File: src/rtl/sd_cmd_if.sv
// sd_cmd_if: command request/response handshake plus the CMD pin signals
// between the host control logic (master) and the command engine (slave).
interface sd_cmd_if;
  logic start, ready, cmd_out, cmd_oe, cmd_in, done, crc_err, timeout_err;
  logic [5:0] cmd_index;
  logic [31:0] cmd_arg;
  logic [1:0] resp_type;
  logic [127:0] resp;
  modport master(output start, cmd_index, cmd_arg, resp_type, cmd_in,
                 input ready, cmd_out, cmd_oe, resp, done, crc_err, timeout_err);
  modport slave(input start, cmd_index, cmd_arg, resp_type, cmd_in,
                output ready, cmd_out, cmd_oe, resp, done, crc_err, timeout_err);
endinterface

File: src/rtl/sd_cmd_host.sv
// sd_cmd_host: SD CMD-line engine; sends a CRC7-protected command, waits for
// and receives a 48/136-bit response, then pads NCC idle clocks before DONE.
module sd_cmd_host #(
  parameter int RESP_TIMEOUT = 64,
  parameter int NCC = 8
) (
  input logic clk,
  input logic rst_n,
  sd_cmd_if.slave bus
);
  typedef enum logic [2:0] {IDLE, TX, WAIT, RX, FINISH} state_t;
  state_t state, state_d;
  logic [15:0] cnt;
  logic [39:0] tx;
  logic [6:0] crc;
  logic [1:0] rtype;
  logic long_rsp, tx_last, rx_last, wait_exp, fin_last, crc_en, tx_bit;

  function automatic logic [6:0] crc7(input logic [6:0] c, input logic b);
    return {c[5:3], c[2] ^ c[6] ^ b, c[1:0], c[6] ^ b};
  endfunction

  assign long_rsp = rtype == 2'b10;
  assign tx_last = cnt == 16'd47;
  assign rx_last = cnt == (long_rsp ? 16'd134 : 16'd46);
  assign wait_exp = bus.cmd_in && cnt == 16'(RESP_TIMEOUT - 1);
  assign fin_last = cnt == 16'(NCC);
  // the start bit was consumed in WAIT; the R2 header (next 7 bits) is outside the CRC
  assign crc_en = long_rsp ? (cnt >= 16'd7 && cnt <= 16'd126) : cnt <= 16'd38;
  assign tx_bit = cnt < 16'd40 ? tx[39] : cnt < 16'd47 ? crc[6] : 1'b1;
  assign bus.ready = state == IDLE;

  always_ff @(posedge clk or negedge rst_n)
    if (!rst_n) state <= IDLE;
    else state <= state_d;

  always_comb begin
    state_d = state;
    case (state)
      IDLE: if (bus.start) state_d = TX;
      TX: if (tx_last) state_d = rtype == 2'b00 ? FINISH : WAIT;
      WAIT: if (!bus.cmd_in) state_d = RX; else if (wait_exp) state_d = FINISH;
      RX: if (rx_last) state_d = FINISH;
      FINISH: if (fin_last) state_d = IDLE;
      default: state_d = IDLE;
    endcase
  end

  always_ff @(posedge clk or negedge rst_n)
    if (!rst_n) begin
      cnt <= '0;
      tx <= '0;
      crc <= '0;
      rtype <= '0;
      bus.cmd_oe <= 1'b0;
      bus.cmd_out <= 1'b1;
      bus.done <= 1'b0;
      bus.crc_err <= 1'b0;
      bus.timeout_err <= 1'b0;
      bus.resp <= '0;
    end else begin
      cnt <= (state_d != state || state == IDLE) ? '0 : cnt + 16'd1;
      bus.cmd_oe <= state == TX;
      bus.cmd_out <= state != TX || tx_bit;
      bus.done <= state == FINISH && fin_last;
      if (state == IDLE && bus.start) begin
        tx <= {2'b01, bus.cmd_index, bus.cmd_arg};
        rtype <= bus.resp_type;
        bus.crc_err <= 1'b0;
        bus.timeout_err <= 1'b0;
        bus.resp <= '0;
      end
      if (state == TX) begin
        tx <= {tx[38:0], 1'b0};
        crc <= cnt < 16'd40 ? crc7(crc, tx[39]) : {crc[5:0], 1'b0};
      end else if (state == RX) begin
        if (crc_en) crc <= crc7(crc, bus.cmd_in);
        // a short frame's final shift realigns to index/argument fields only
        bus.resp <= rx_last && !long_rsp ? {90'd0, bus.resp[44:7]} : {bus.resp[126:0], bus.cmd_in};
        if (rx_last) bus.crc_err <= !bus.cmd_in || (rtype != 2'b11 && bus.resp[6:0] != crc);
      end else begin
        crc <= '0;
      end
      if (state == WAIT && wait_exp) bus.timeout_err <= 1'b1;
    end
endmodule

File: src/flat_wrapper.sv
// flat-port wrapper written by rule: the top's interface ports become plain ports
module sd_cmd_host_flat 
#(
  parameter int RESP_TIMEOUT = 64,
  parameter int NCC = 8
)
  (clk, rst_n, bus_start, bus_cmd_index, bus_cmd_arg, bus_resp_type, bus_cmd_in, bus_ready, bus_cmd_out, bus_cmd_oe, bus_resp, bus_done, bus_crc_err, bus_timeout_err);
  sd_cmd_if bus_i ();
  input logic clk;
  input logic rst_n;
  input wire logic [$bits(bus_i.start)-1:0] bus_start;
  input wire logic [$bits(bus_i.cmd_index)-1:0] bus_cmd_index;
  input wire logic [$bits(bus_i.cmd_arg)-1:0] bus_cmd_arg;
  input wire logic [$bits(bus_i.resp_type)-1:0] bus_resp_type;
  input wire logic [$bits(bus_i.cmd_in)-1:0] bus_cmd_in;
  output wire logic [$bits(bus_i.ready)-1:0] bus_ready;
  output wire logic [$bits(bus_i.cmd_out)-1:0] bus_cmd_out;
  output wire logic [$bits(bus_i.cmd_oe)-1:0] bus_cmd_oe;
  output wire logic [$bits(bus_i.resp)-1:0] bus_resp;
  output wire logic [$bits(bus_i.done)-1:0] bus_done;
  output wire logic [$bits(bus_i.crc_err)-1:0] bus_crc_err;
  output wire logic [$bits(bus_i.timeout_err)-1:0] bus_timeout_err;
  assign bus_i.start = bus_start;
  assign bus_i.cmd_index = bus_cmd_index;
  assign bus_i.cmd_arg = bus_cmd_arg;
  assign bus_i.resp_type = bus_resp_type;
  assign bus_i.cmd_in = bus_cmd_in;
  assign bus_ready = bus_i.ready;
  assign bus_cmd_out = bus_i.cmd_out;
  assign bus_cmd_oe = bus_i.cmd_oe;
  assign bus_resp = bus_i.resp;
  assign bus_done = bus_i.done;
  assign bus_crc_err = bus_i.crc_err;
  assign bus_timeout_err = bus_i.timeout_err;
  sd_cmd_host #(.RESP_TIMEOUT(RESP_TIMEOUT), .NCC(NCC)) u_core (.clk(clk), .rst_n(rst_n), .bus(bus_i));
endmodule
File: config.mk
export PLATFORM = sky130hd
export DESIGN_NAME = sd_cmd_host_flat
export DESIGN_NICKNAME = d
export VERILOG_FILES = /design/src/rtl/sd_cmd_if.sv /design/src/rtl/sd_cmd_host.sv /design/src/flat_wrapper.sv
export SDC_FILE = /design/constraint.sdc
export NUM_CORES = 1
export LEC_CHECK = 0
export BUFFER_PORTS_ARGS = -buffer_cell sky130_fd_sc_hd__buf_4
export CORE_ASPECT_RATIO = 0.5
export CORE_MARGIN = 4
export CORE_UTILIZATION = 25
export DETAILED_ROUTE_END_ITERATION = 7
export PLACE_DENSITY_LB_ADDON = 0.15
export SETUP_SLACK_MARGIN = 0.05
export SYNTH_ARGS = -nofsm -noshare
export SYNTH_HDL_FRONTEND = slang
export SYNTH_SLANG_ARGS = --single-unit
File: constraint.sdc
create_clock -name clk -period 2.75 [get_ports clk]
set_input_delay 0.4125 -clock clk [delete_from_list [all_inputs] [get_ports clk]]
set_output_delay 0.4125 -clock clk [all_outputs]
set_load 0.05 [all_outputs]
# Word level (Yosys, flattened, before mapping)
# Cells that the tools add are included.
dict set report classes {
  add_sub_neg 1
  magnitude_cmp 5
  eq_ne 14
  muxes 29
  bitwise 5
  reduce_logical 16
}
# op count
set op_table {}
lappend op_table {{128-bit 2-to-1 mux} 4}
lappend op_table {{40-bit 2-to-1 mux} 2}
lappend op_table {{16-bit by 6-bit == test with 1-bit output (second input constant)} 2}
lappend op_table {{16-bit by 6-bit < comparator with 1-bit output (second input constant)} 2}
lappend op_table {{3-bit 2-to-1 mux} 7}
lappend op_table {{7-bit 2-to-1 mux} 3}
lappend op_table {{16-bit by 1-bit adder with 16-bit output (second input constant)} 1}
lappend op_table {{16-bit == test} 1}
lappend op_table {{16-bit by 4-bit == test with 1-bit output (second input constant)} 1}
lappend op_table {{16-bit by 3-bit greater-or-equal comparator with 1-bit output (second input constant)} 1}
lappend op_table {{16-bit by 6-bit less-or-equal comparator with 1-bit output (second input constant)} 1}
lappend op_table {{16-bit by 7-bit less-or-equal comparator with 1-bit output (second input constant)} 1}
lappend op_table {{16-bit 2-to-1 mux} 1}
lappend op_table {{3-bit one-hot mux with 5 select lines} 1}
lappend op_table {{1-bit 2-to-1 mux} 9}
lappend op_table {{8-bit 2-to-1 mux} 1}
lappend op_table {{1-bit logical AND} 7}
lappend op_table {{7-bit inequality test} 1}
lappend op_table {{3-bit by 2-bit == test with 1-bit output (second input constant)} 2}
lappend op_table {{3-bit by 1-bit inequality test with 1-bit output (second input constant)} 2}
lappend op_table {{1-bit bitwise XOR} 5}
lappend op_table {{4-bit 2-to-1 mux} 1}
lappend op_table {{2-bit nonzero test} 2}
lappend op_table {{3-bit by 1-bit == test with 1-bit output (second input constant)} 1}
lappend op_table {{other kinds (8)} 11}
dict set report totals {
  ff_bits 201
  out_inout_bits 134
  word_cells 81
}

# Depth between registers and ports, before layout
# Gate-level depths: netlist of run 1.
dict set report depth {
  depth_word 8
  mapped_depth 8
  mapped_depth_nobuf 6
}

# Least setup slack after synthesis of run 1
# Ideal clock, no wire load.
dict set report synth_path {
  path_kind {register -> register}
  from {register u_core.state[1]}
  to {register u_core.bus.resp[38]}
  setup_time_ns 0.121
  arrival_time_ns 2.667
  required_ns 2.629
  path_slack_ns -0.038
  path_stages_with_launch 8
  path_cell_list {dfrtp_1 -> buf_2 -> nor3_1 -> and2_1 -> clkbuf_1 -> nor2_1 -> clkbuf_1 -> a22o_1}
}
dict set report synth_between {
  elab_chain_cells 5
  word_cells_on_any_way 7
  classes_between {eq/ne (2); mux (3); reduce/logical (2)}
}
# element line
set synth_lines {}
lappend synth_lines {{start: declaration} sd_cmd_host.sv:12} ;# state_t state, state_d;
lappend synth_lines {{start signal: assignment} sd_cmd_host.sv:35} ;# else state <= state_d;
lappend synth_lines {{3-bit zero test (*)} n/a}
lappend synth_lines {{via bus_ready} flat_wrapper.sv:16} ;# output wire logic [$bits(bus_i.ready)-1:0] bus_ready;
lappend synth_lines {{1-bit logical AND (*)} sd_cmd_host.sv:66} ;# if (state == IDLE && bus.start) begin
lappend synth_lines {{128-bit 2-to-1 mux (*)} sd_cmd_host.sv:66}
lappend synth_lines {{128-bit 2-to-1 mux} sd_cmd_host.sv:76} ;# end else if (state == RX) begin
lappend synth_lines {{128-bit 2-to-1 mux (*)} sd_cmd_host.sv:73} ;# if (state == TX) begin
lappend synth_lines {{end signal: assignment} sd_cmd_host.sv:79} ;# bus.resp <= rx_last && !long_rsp ? {90'd0, bus.resp[44:7]} : {bus.resp[126:0], bus.cmd_in};
lappend synth_lines {{end: declaration} sd_cmd_if.sv:12} ;# output ready, cmd_out, cmd_oe, resp, done, crc_err, timeout_err);
# Mark *: on every way through the listed nets, which the timed path passes. The rest lies on a longest branch.
# A chain may end at the register's enable or synchronous reset.

# Worst setup path after layout of run 1
dict set report layout_path {
  from {register u_core.cnt[13]}
  to {register u_core.cnt[9]}
}
dict set report layout_between {
  elab_chain_cells 8
  word_cells_on_any_way 14
  classes_between {eq/ne (5); mux (7); reduce/logical (2)}
}
# element line
set layout_lines {}
lappend layout_lines {{start: declaration} sd_cmd_host.sv:13} ;# logic [15:0] cnt;
lappend layout_lines {{start signal: assignment} sd_cmd_host.sv:62} ;# cnt <= (state_d != state || state == IDLE) ? '0 : cnt + 16'd1;
lappend layout_lines {{16-bit by 6-bit == test with 1-bit output} sd_cmd_host.sv:26} ;# assign wait_exp = bus.cmd_in && cnt == 16'(RESP_TIMEOUT - 1);
lappend layout_lines {{1-bit logical AND} sd_cmd_host.sv:26}
lappend layout_lines {{3-bit 2-to-1 mux (2 in series)} sd_cmd_host.sv:42} ;# WAIT: if (!bus.cmd_in) state_d = RX; else if (wait_exp) state_d = FINISH;
lappend layout_lines {{3-bit one-hot mux with 5 select lines (*)} sd_cmd_host.sv:39} ;# case (state)
lappend layout_lines {{3-bit inequality test (*)} sd_cmd_host.sv:62}
lappend layout_lines {{1-bit logical OR (*)} sd_cmd_host.sv:62}
lappend layout_lines {{16-bit 2-to-1 mux (*)} sd_cmd_host.sv:62}
# Every way passes the cells marked *; elsewhere a longest branch is shown, timed or not.

==> flow_summary.toml, run 1 <==
[clock_network]
cts_tree = "done"
htreeDepth = 1
cts_root_buf = "clkbuf_16"
cts_made_buffers = 22
clk_path_buf_depth = 3
insertion_delay_ps = 510
cts_resized = 0
cts_sinks = 201
clkTransAtPathRegs_ps = 60

[routing]
first_pass_iters = 4
drc = 0
post_drt_wl_per_cell_um = 17.6
ant_nets = 0
dr.first_iter.drc_count = 359
wirelength_um = 25000
num_vias = 6689
via_per_inst = 4.72

[synthesis]
synth-edff-count = 0
synth.most_common_cell = "dfrtp_1"
yosys.cell_types.count = 52
synth-seq-area-share_pct = 58.1
syn-num-nets = 820
synthTopCellsByArea = "dfrtp_1, a22o_1, mux2i_1, nand2_1, a22oi_1"
syn_inst = 773
ys_ff_latch = 201
synthTopCellsByCount = "dfrtp_1, nand2_1, a22o_1, nand3_1, mux2i_1"
synthArstFlopShare_pct = 100
syn_area_um2 = 8650
syn_avg_cell_area_um2 = 11.2
ys.flop_type = "dfrtp_1"
ys_warn_count = 0
synth_top_cell_by_area = "dfrtp_1"
synth_top_area_share_pct = 57.8

[critical_path]
start_kind = "flop"
crit_type = "reg -> reg"
cp.required_ps = 3130
end_kind = "flop"
cp.arrival_ps = 2720
cp_max_fo = 16

[place]
port_buffers = 177
placed_cells = 1378
post_dp_cell_area_um2 = 10600
place_congestion = 0.814
place_hpwl_um = 16700

[timing]
setup-violations-final = 0
drv_slew = 0
rsz0062_at_grt = "false"
tns_ps = 0
skew_ps = 9.83
slew_headroom_pct = 39.8
max_freq_mhz = 427
hold_viol_final = 0
tightest_slew_ps = 902
fin_crit_sh_pct = 85.2
period_needed_ps = 2340

[layout]
fillers = 3384
final_core_util_pct = 33.9
stdcell_area_um2 = 11400
fin_cells = 1418
multi_input_area_um2 = 3350
drive_gt1_share_pct = 26.8
seqCellArea_um2 = 5030
nets = 985
syn_to_final_growth_pct = 31.7

[global_routing]
grt_pass1_vias = 6742
grt_pass1_wl_um = 40000
grt_overflow = 0
grt_use_total_pct = 12.9
grt_max_degree = 91
antenna_found_initial = 2

[die]
std_cell_rows = 47
core_um2 = 33600
start_util_pct = 25.8
dieWidth_um = 271
die-area_um2 = 37800
die_h_um = 140
io_pins = 178

[hold_path]
min_path_type = "in -> reg"

[power_and_ir_drop]
powerDensity_nw_per_um2 = 723
irDropWorstVdd_v = 0.000419
leakage_nw = 5.72

[run_status]
status = "finished clean"

[job]
cap_viol_max_count = 0
## worst paths after layout
| kind | end | startpoint | cells past startpoint | slack, ps |
|---|---|---|---|---|
| setup / recovery | u_core.cnt[9] | u_core.cnt[13] | 6 | 410 |
| hold / removal | u_core.tx[0] | bus_cmd_arg[0] | 3 | 110 |
| setup reg to reg | u_core.cnt[9] | u_core.cnt[13] | 6 | 410 |
| hold reg to reg | u_core.tx[39] | u_core.tx[38] | 2 | 470 |
| max in group asynchronous | u_core.bus.cmd_out | rst_n | 3 | 1490 |
| min in group asynchronous | u_core.bus.resp[62] | rst_n | 2 | 500 |
## layout by cell type, fill, tap and decap left out, drive strengths merged, types with 17 or more instances in the layout
master	instances
clkbuf	30
dfrtp	200
a22oi	37
nand3	50
a22o	90
a211oi	17
o21ai	42
buf	199
nand2	122
mux2i	46
## repair_timing
item / in CTS / in global routing
hold buffers: 1 / 0
setup buffers: 0 / 0
endpoints found under the hold margin: 65 / 0
## layout make-up
type | count | share of cell area [%]
flip-flops and latches | 201 | 44.2
diodes | 2 | 0.0439
clock inverters | 8 | 1.32
well taps | 465 | 5.11
inverters | 14 | 0.461
clock buffers | 29 | 5.51
multi-input cells | 498 | 29.4
repair buffers | 201 | 14.0
## state kept, by name (all words and copies together) (netlist names)
register and cells:
u_core.bus.resp 128, u_core.bus.crc_err 1, u_core.crc 7, u_core.bus.timeout_err 1
u_core.tx 40, u_core.bus.cmd_oe 1, u_core.cnt 16, u_core.rtype 2
u_core.bus.cmd_out 1, u_core.state 3, u_core.bus.done 1
## critical path, cell delays in order (launching register included)
cell and delay (ps):
dfrtp_1 400, or4_4 590, nor4_4 480, a32oi_1 240, o2111ai_2 140, buf_4 260, a211oi_1 100
## routing by layer
layer / track usage [%] / routed length [µm]
met5: 0 / 0
met4: 3.80 / 740
met3: 2.29 / 818
met2: 21.8 / 12500
met1: 17.0 / 10900
## power by group
group	switching (mW)	internal (mW)	leakage, nW	total [mW]
sequential	0.324	3.36	2.70	3.68
combinational	0.783	0.556	2.64	1.34
clock	1.23	1.98	0.378	3.21
## cells by family after synthesis
kind of cell             after synthesis  synth area share (%)
AND/OR/NAND/NOR                      219                  11.9
AO/OA/AOI/OAI                        206                  18.1
flip-flops                           201                  58.1
buffers and inverters                 74                  3.57
multiplexers                          47                  5.45
XOR/XNOR                              23                  2.33
adder cells (fa/ha/maj)                3                 0.434
## through the flow
stage / hold WS (ps) / setup WS, ps / total power, mW
after floorplan: 117 / 454 / 4.59
after global placement: 442 / 485 / 5.06
after detailed placement: 452 / 443 / 5.09
after CTS: 84.5 / 432 / 8.37
after global routing: 87.9 / 283 / 8.71
final: 111 / 406 / 8.23
No activity file was read; power rests on OpenSTA's default activity.
==> inputs of run 2 (changes only) <==
--- a/config.mk
+++ b/config.mk
@@ -8,7 +8,7 @@
 export BUFFER_PORTS_ARGS = -buffer_cell sky130_fd_sc_hd__buf_4
 export CORE_ASPECT_RATIO = 0.5
 export CORE_MARGIN = 4
-export CORE_UTILIZATION = 25
+export CORE_UTILIZATION = 54
 export DETAILED_ROUTE_END_ITERATION = 7
 export PLACE_DENSITY_LB_ADDON = 0.15
 export SETUP_SLACK_MARGIN = 0.05
==> run 2 against run 1 <==
Effect of this change: sequential power about the same; worst setup slack got worse by 140 ps; non-clock buffer count fell by 2; final cell count fell by 19%; critical path type unchanged; highest routed layer unchanged.
==> flow_summary.toml, run 2 (synthesis results as in run 1) <==
[clock_network]
cts_made_buffers = 18
cts_root_buf = "clkbuf_16"
cts_tree = "done"
cts_resized = 0
cts_setup_buffers = 0
clkTransAtPathRegs_ps = 60
clk_path_buf_depth = 3
htreeDepth = 1
cts_sinks = 201
insertion_delay_ps = 480
hold_buffers = 1

[die]
die-area_um2 = 18200
std_cell_rows = 32
core_um2 = 15500
io_pins = 178
start_util_pct = 55.7
dieWidth_um = 187
die_h_um = 97.5

[global_routing]
grt_max_degree = 91
grt_use_total_pct = 23.1
grt_pass1_wl_um = 35300
grt_overflow = 0
grt_pass1_vias = 6712
antenna_found_initial = 0

[routing]
met3_wirelength_um = 1440
post_drt_wl_per_cell_um = 18.4
ant_nets = 0
wirelength_um = 21100
wl_met1_um = 9440
first_pass_iters = 5
dr.first_iter.drc_count = 496
num_vias = 6680
drc = 0
wl_met2_um = 10000
via_per_inst = 5.82
top_layer_used = "met4"

[power_and_ir_drop]
irDropWorstVdd_v = 0.000359
powerDensity_nw_per_um2 = 698
leakage_nw = 5.62

[critical_path]
start_kind = "flop"
end_kind = "flop"
cp_max_fo = 16
crit_type = "reg -> reg"
cp.required_ps = 3120
cp.arrival_ps = 2850

[layout]
largest_reg_flops = 128
top_regs = "u_core.bus.resp: 128 flops, u_core.tx: 40 flops, u_core.cnt: 16 flops"
mostFrequentLayoutCells = "dfrtp_1, buf_4, nand2_1"
drive_gt1_share_pct = 26.2
nets = 979
diodes = 0
top_register = "u_core.bus.resp"
layout_commonest_cell = "dfrtp_1"
stdcell_area_um2 = 10900
syn_to_final_growth_pct = 25.6

[timing]
drv_slew = 0
tns_ps = 0
skew_ps = 12.4
fin_crit_sh_pct = 90.2
hold_viol_final = 0
setup-violations-final = 0
holdWs_ps = 149
slew_headroom_pct = 36.6
period_needed_ps = 2480
max_freq_mhz = 403
rsz0062_at_grt = "false"
tightest_slew_ps = 949

[place]
place_congestion = 0.875
post_dp_cell_area_um2 = 10200
port_buffers = 177
place_hpwl_um = 13900

[run_status]
status = "finished clean"

[hold_path]
min_path_type = "in -> reg"

[job]
cap_viol_max_count = 0
run 2: layer usage:
metal	vias up	GRT usage, %
met5	-	0
met4	0	3.92
met3	24	6.53
met2	179	36.4
met1	3339	32.9
li1	3138	-
run 2: final timing paths:
path | from | end | slack (ps) | cells past startpoint
max | u_core.cnt[1] | u_core.cnt[2] | 270 | 6
min | bus_resp_type[1] | u_core.rtype[1] | 150 | 3
max reg2reg | u_core.cnt[1] | u_core.cnt[2] | 270 | 6
min reg2reg | u_core.tx[38] | u_core.tx[39] | 470 | 2
max in group asynchronous | rst_n | u_core.bus.resp[59] | 1490 | 3
min in group asynchronous | rst_n | u_core.crc[3] | 540 | 2
run 2: power by group:
group | leakage (nW) | total (mW) | switching, mW | internal (mW)
Combinational | 2.63 | 1.32 | 0.770 | 0.552
Clock | 0.296 | 2.58 | 1.08 | 1.50
Sequential | 2.70 | 3.69 | 0.331 | 3.36
Total | 5.62 | 7.58 | 2.18 | 5.40
run 2: layout make-up:
cell class / instances / area [µm²]
clock buffers: 27 / 556
repair buffers: 199 / 1570
fillers: 1148 / 4670
multi-input cells: 498 / 3350
flip-flops and latches: 201 / 5030
well taps: 204 / 255
clock inverters: 5 / 55.1
inverters: 14 / 52.6
run 2: worst max-delay path, cell delays in order (launching register included):
cell and delay (ps):
dfrtp_1 440, ha_1 250, and4_1 280, and4bb_2 280, a32oi_1 260, o2111ai_2 480
a211oi_1 380
run 2: metrics by stage:
| stage | std cells | power (mW) | utilization (%) | worst slack (ps) |
|---|---|---|---|---|
| after floorplan | 773 | 4.59 | - | 454 |
| after global placement | 1115 | 5.00 | 65.9 | 368 |
| after detailed placement | 1115 | 5.06 | 65.9 | 303 |
| after CTS | 1148 | 7.66 | 69.9 | 284 |
| after global routing | 1148 | 7.98 | 69.9 | 126 |
| final | 1148 | 7.58 | 69.9 | 269 |
==> inputs of run 3 (changes only) <==
==> constraint.sdc (replaced) <==
create_clock -name clk -period 2.41 [get_ports clk]
set_input_delay 0.3615 -clock clk [delete_from_list [all_inputs] [get_ports clk]]
set_output_delay 0.3615 -clock clk [all_outputs]
set_load 0.05 [all_outputs]
==> run 3 against run 2 <==
Effect of this change: clock-buffer cell count stayed put; final cell count is 0.44% higher; clock skew is 4.8 ps higher; hold slack worse by 57 ps; die area stayed put.
==> flow_summary.toml, run 3 (synthesis results as in run 1) <==
[critical_path]
path_buf_inv = 1
start_kind = "flop"
crit_family = "compound AO/OA/AOI/OAI gates"
crit_type = "reg -> reg"
cp_slowest_cell = "dfrtp_1"
crit_path_cell_trace = "ha_1, and4_1, and4bb_2, a32oi_2, o2111ai_4, buf_12, a211oi_1"
end_kind = "flop"
cp.arrival_ps = 2550
cp.required_ps = 2790
cp_max_fo = 16
cpPeakStageDelay_ps = 440

[global_routing]
grt_use_total_pct = 23.5
grt_overflow = 0
grt_pass1_vias = 6940
grt_pass1_wl_um = 36100
grt_max_degree = 91
antenna_found_initial = 0

[timing]
skew_ps = 17.2
drv_slew = 0
fin_crit_sh_pct = 90.3
max_freq_mhz = 459
hold_viol_final = 0
setup-violations-final = 0
holdWs_ps = 91.8
rsz0062_at_grt = "false"
slew_headroom_pct = 58.5
tightest_slew_ps = 622
period_needed_ps = 2180

[place]
place_congestion = 0.893
place_hpwl_um = 13900
port_buffers = 177

[clock_network]
clk_path_buf_depth = 3
cts_tree = "done"
clkTransAtPathRegs_ps = 70
htreeDepth = 1
cts_root_buf = "clkbuf_16"
cts_sinks = 201
cts_made_buffers = 19
insertion_delay_ps = 490

[die]
io_pins = 178
std_cell_rows = 32
dieWidth_um = 187
core_um2 = 15500
start_util_pct = 55.7
die_h_um = 97.5
die-area_um2 = 18200

[layout]
diodes = 0
final_core_util_pct = 70.5
drive_gt1_share_pct = 26.7
layout_commonest_cell = "dfrtp_1"
top_register = "u_core.bus.resp"
fillers = 1175
top_regs = "u_core.bus.resp: 128 flops, u_core.tx: 40 flops, u_core.cnt: 16 flops"
mostFrequentLayoutCells = "dfrtp_1, buf_4, nand2_1"
syn_to_final_growth_pct = 26.6
largest_reg_flops = 128
nets = 984

[power_and_ir_drop]
sw_frac_of_total_pct = 28.6
p_comb_share_pct = 16.9
leakage_nw = 5.67
seqPwrFrac_pct = 48.2
power.share.clock_pct = 35.0
power_switching_mw = 2.51
power.total_mw = 8.79
irDropWorstVdd_v = 0.000481
powerDensity_nw_per_um2 = 802
power.internal_mw = 6.28

[routing]
via_per_inst = 5.85
dr.first_iter.drc_count = 475
ant_nets = 0
post_drt_wl_per_cell_um = 18.4
wirelength_um = 21300
first_pass_iters = 5
num_vias = 6750
drc = 0

[run_status]
status = "finished clean"

[job]
cap_viol_max_count = 0

[hold_path]
min_path_type = "in -> reg"
==> run 3: cell types whose count changed in the layout (fill, tap and decap cells not counted) <==
cell	delta
a32oi_1	-1
a32oi_2	+1
buf_4	+3
o2111ai_2	-1
buf_12	+1
clkinvlp_4	-2
clkinv_4	+1
bufinv_16	+1
o2111ai_4	+1
inv_6	+1
==> run 3: area by class of cell <==
| cell class | instances | area, µm² | area share, % |
|---|---|---|---|
| repair buffers | 203 | 1610 | 14.7 |
| clock inverters | 6 | 87.6 | 0.799 |
| flip-flops and latches | 201 | 5030 | 45.9 |
| inverters | 14 | 52.6 | 0.480 |
| well taps | 204 | 255 | 2.33 |
| clock buffers | 27 | 556 | 5.07 |
| multi-input cells | 498 | 3370 | 30.7 |
==> run 3: final timing paths <==
check | start | end | slack, ps | cells past startpoint
setup reg to reg | u_core.cnt[1] | u_core.cnt[9] | 230 | 7
min in group asynchronous | rst_n | u_core.crc[2] | 400 | 2
max in group asynchronous | rst_n | u_core.tx[18] | 1280 | 3
setup / recovery | u_core.cnt[1] | u_core.cnt[9] | 230 | 7
hold reg to reg | u_core.tx[37] | u_core.tx[38] | 460 | 2
hold / removal | bus_cmd_arg[0] | u_core.tx[0] | 90 | 3
==> run 3: per-stage QoR <==
step | area [µm²] | setup WS [ps] | TNS [ps] | instances
CTS | 10900 | 77.0 | 0 | 1148
finish | 11000 | 233 | 0 | 1153
global placement | 10200 | 19.1 | 0 | 1114
floorplan | 8660 | 114 | 0 | 773
detailed placement | 10200 | -87.3 | -918 | 1114
global route | 11000 | 6.63 | 0 | 1153
==> run 3: worst min-delay path: cells and delay by family <==
family / cells / cell delay [ps]
AND/OR/NAND/NOR: 2 / 90
buffers and inverters: 1 / 80
==> run 3: what timing repair did <==
item	4_1_cts	5_1_grt
buffers inserted	0	5
endpoints found under the hold margin	44	0
pin swaps	0	3
setup endpoints to repair	16	17
hold buffers	1	0
resized for setup	1	1
==> run 3: power by group through the flow <==
stage | sequential, mW | clock, mW | combinational, mW
6_report | 4.23 | 3.07 | 1.48
5_1_grt | 4.30 | 3.31 | 1.66
4_1_cts | 4.22 | 3.14 | 1.49
3_5_place_dp | 4.28 | 0 | 1.48
3_3_place_gp | 4.26 | 0 | 1.43
2_1_floorplan | 4.37 | 0 | 0.862
==> run 3: per-layer routing <==
layer | wire length (µm) | part of all wire (%) | vias to the layer above | global-route usage [%]
li1 | - | - | 3141 | -
met1 | 9300 | 44 | 3369 | 32.3
met2 | 10100 | 48 | 204 | 37.8
met3 | 1450 | 6.8 | 36 | 6.60
met4 | 392 | 1.8 | 0 | 4.66
met5 | 0 | 0 | - | 0
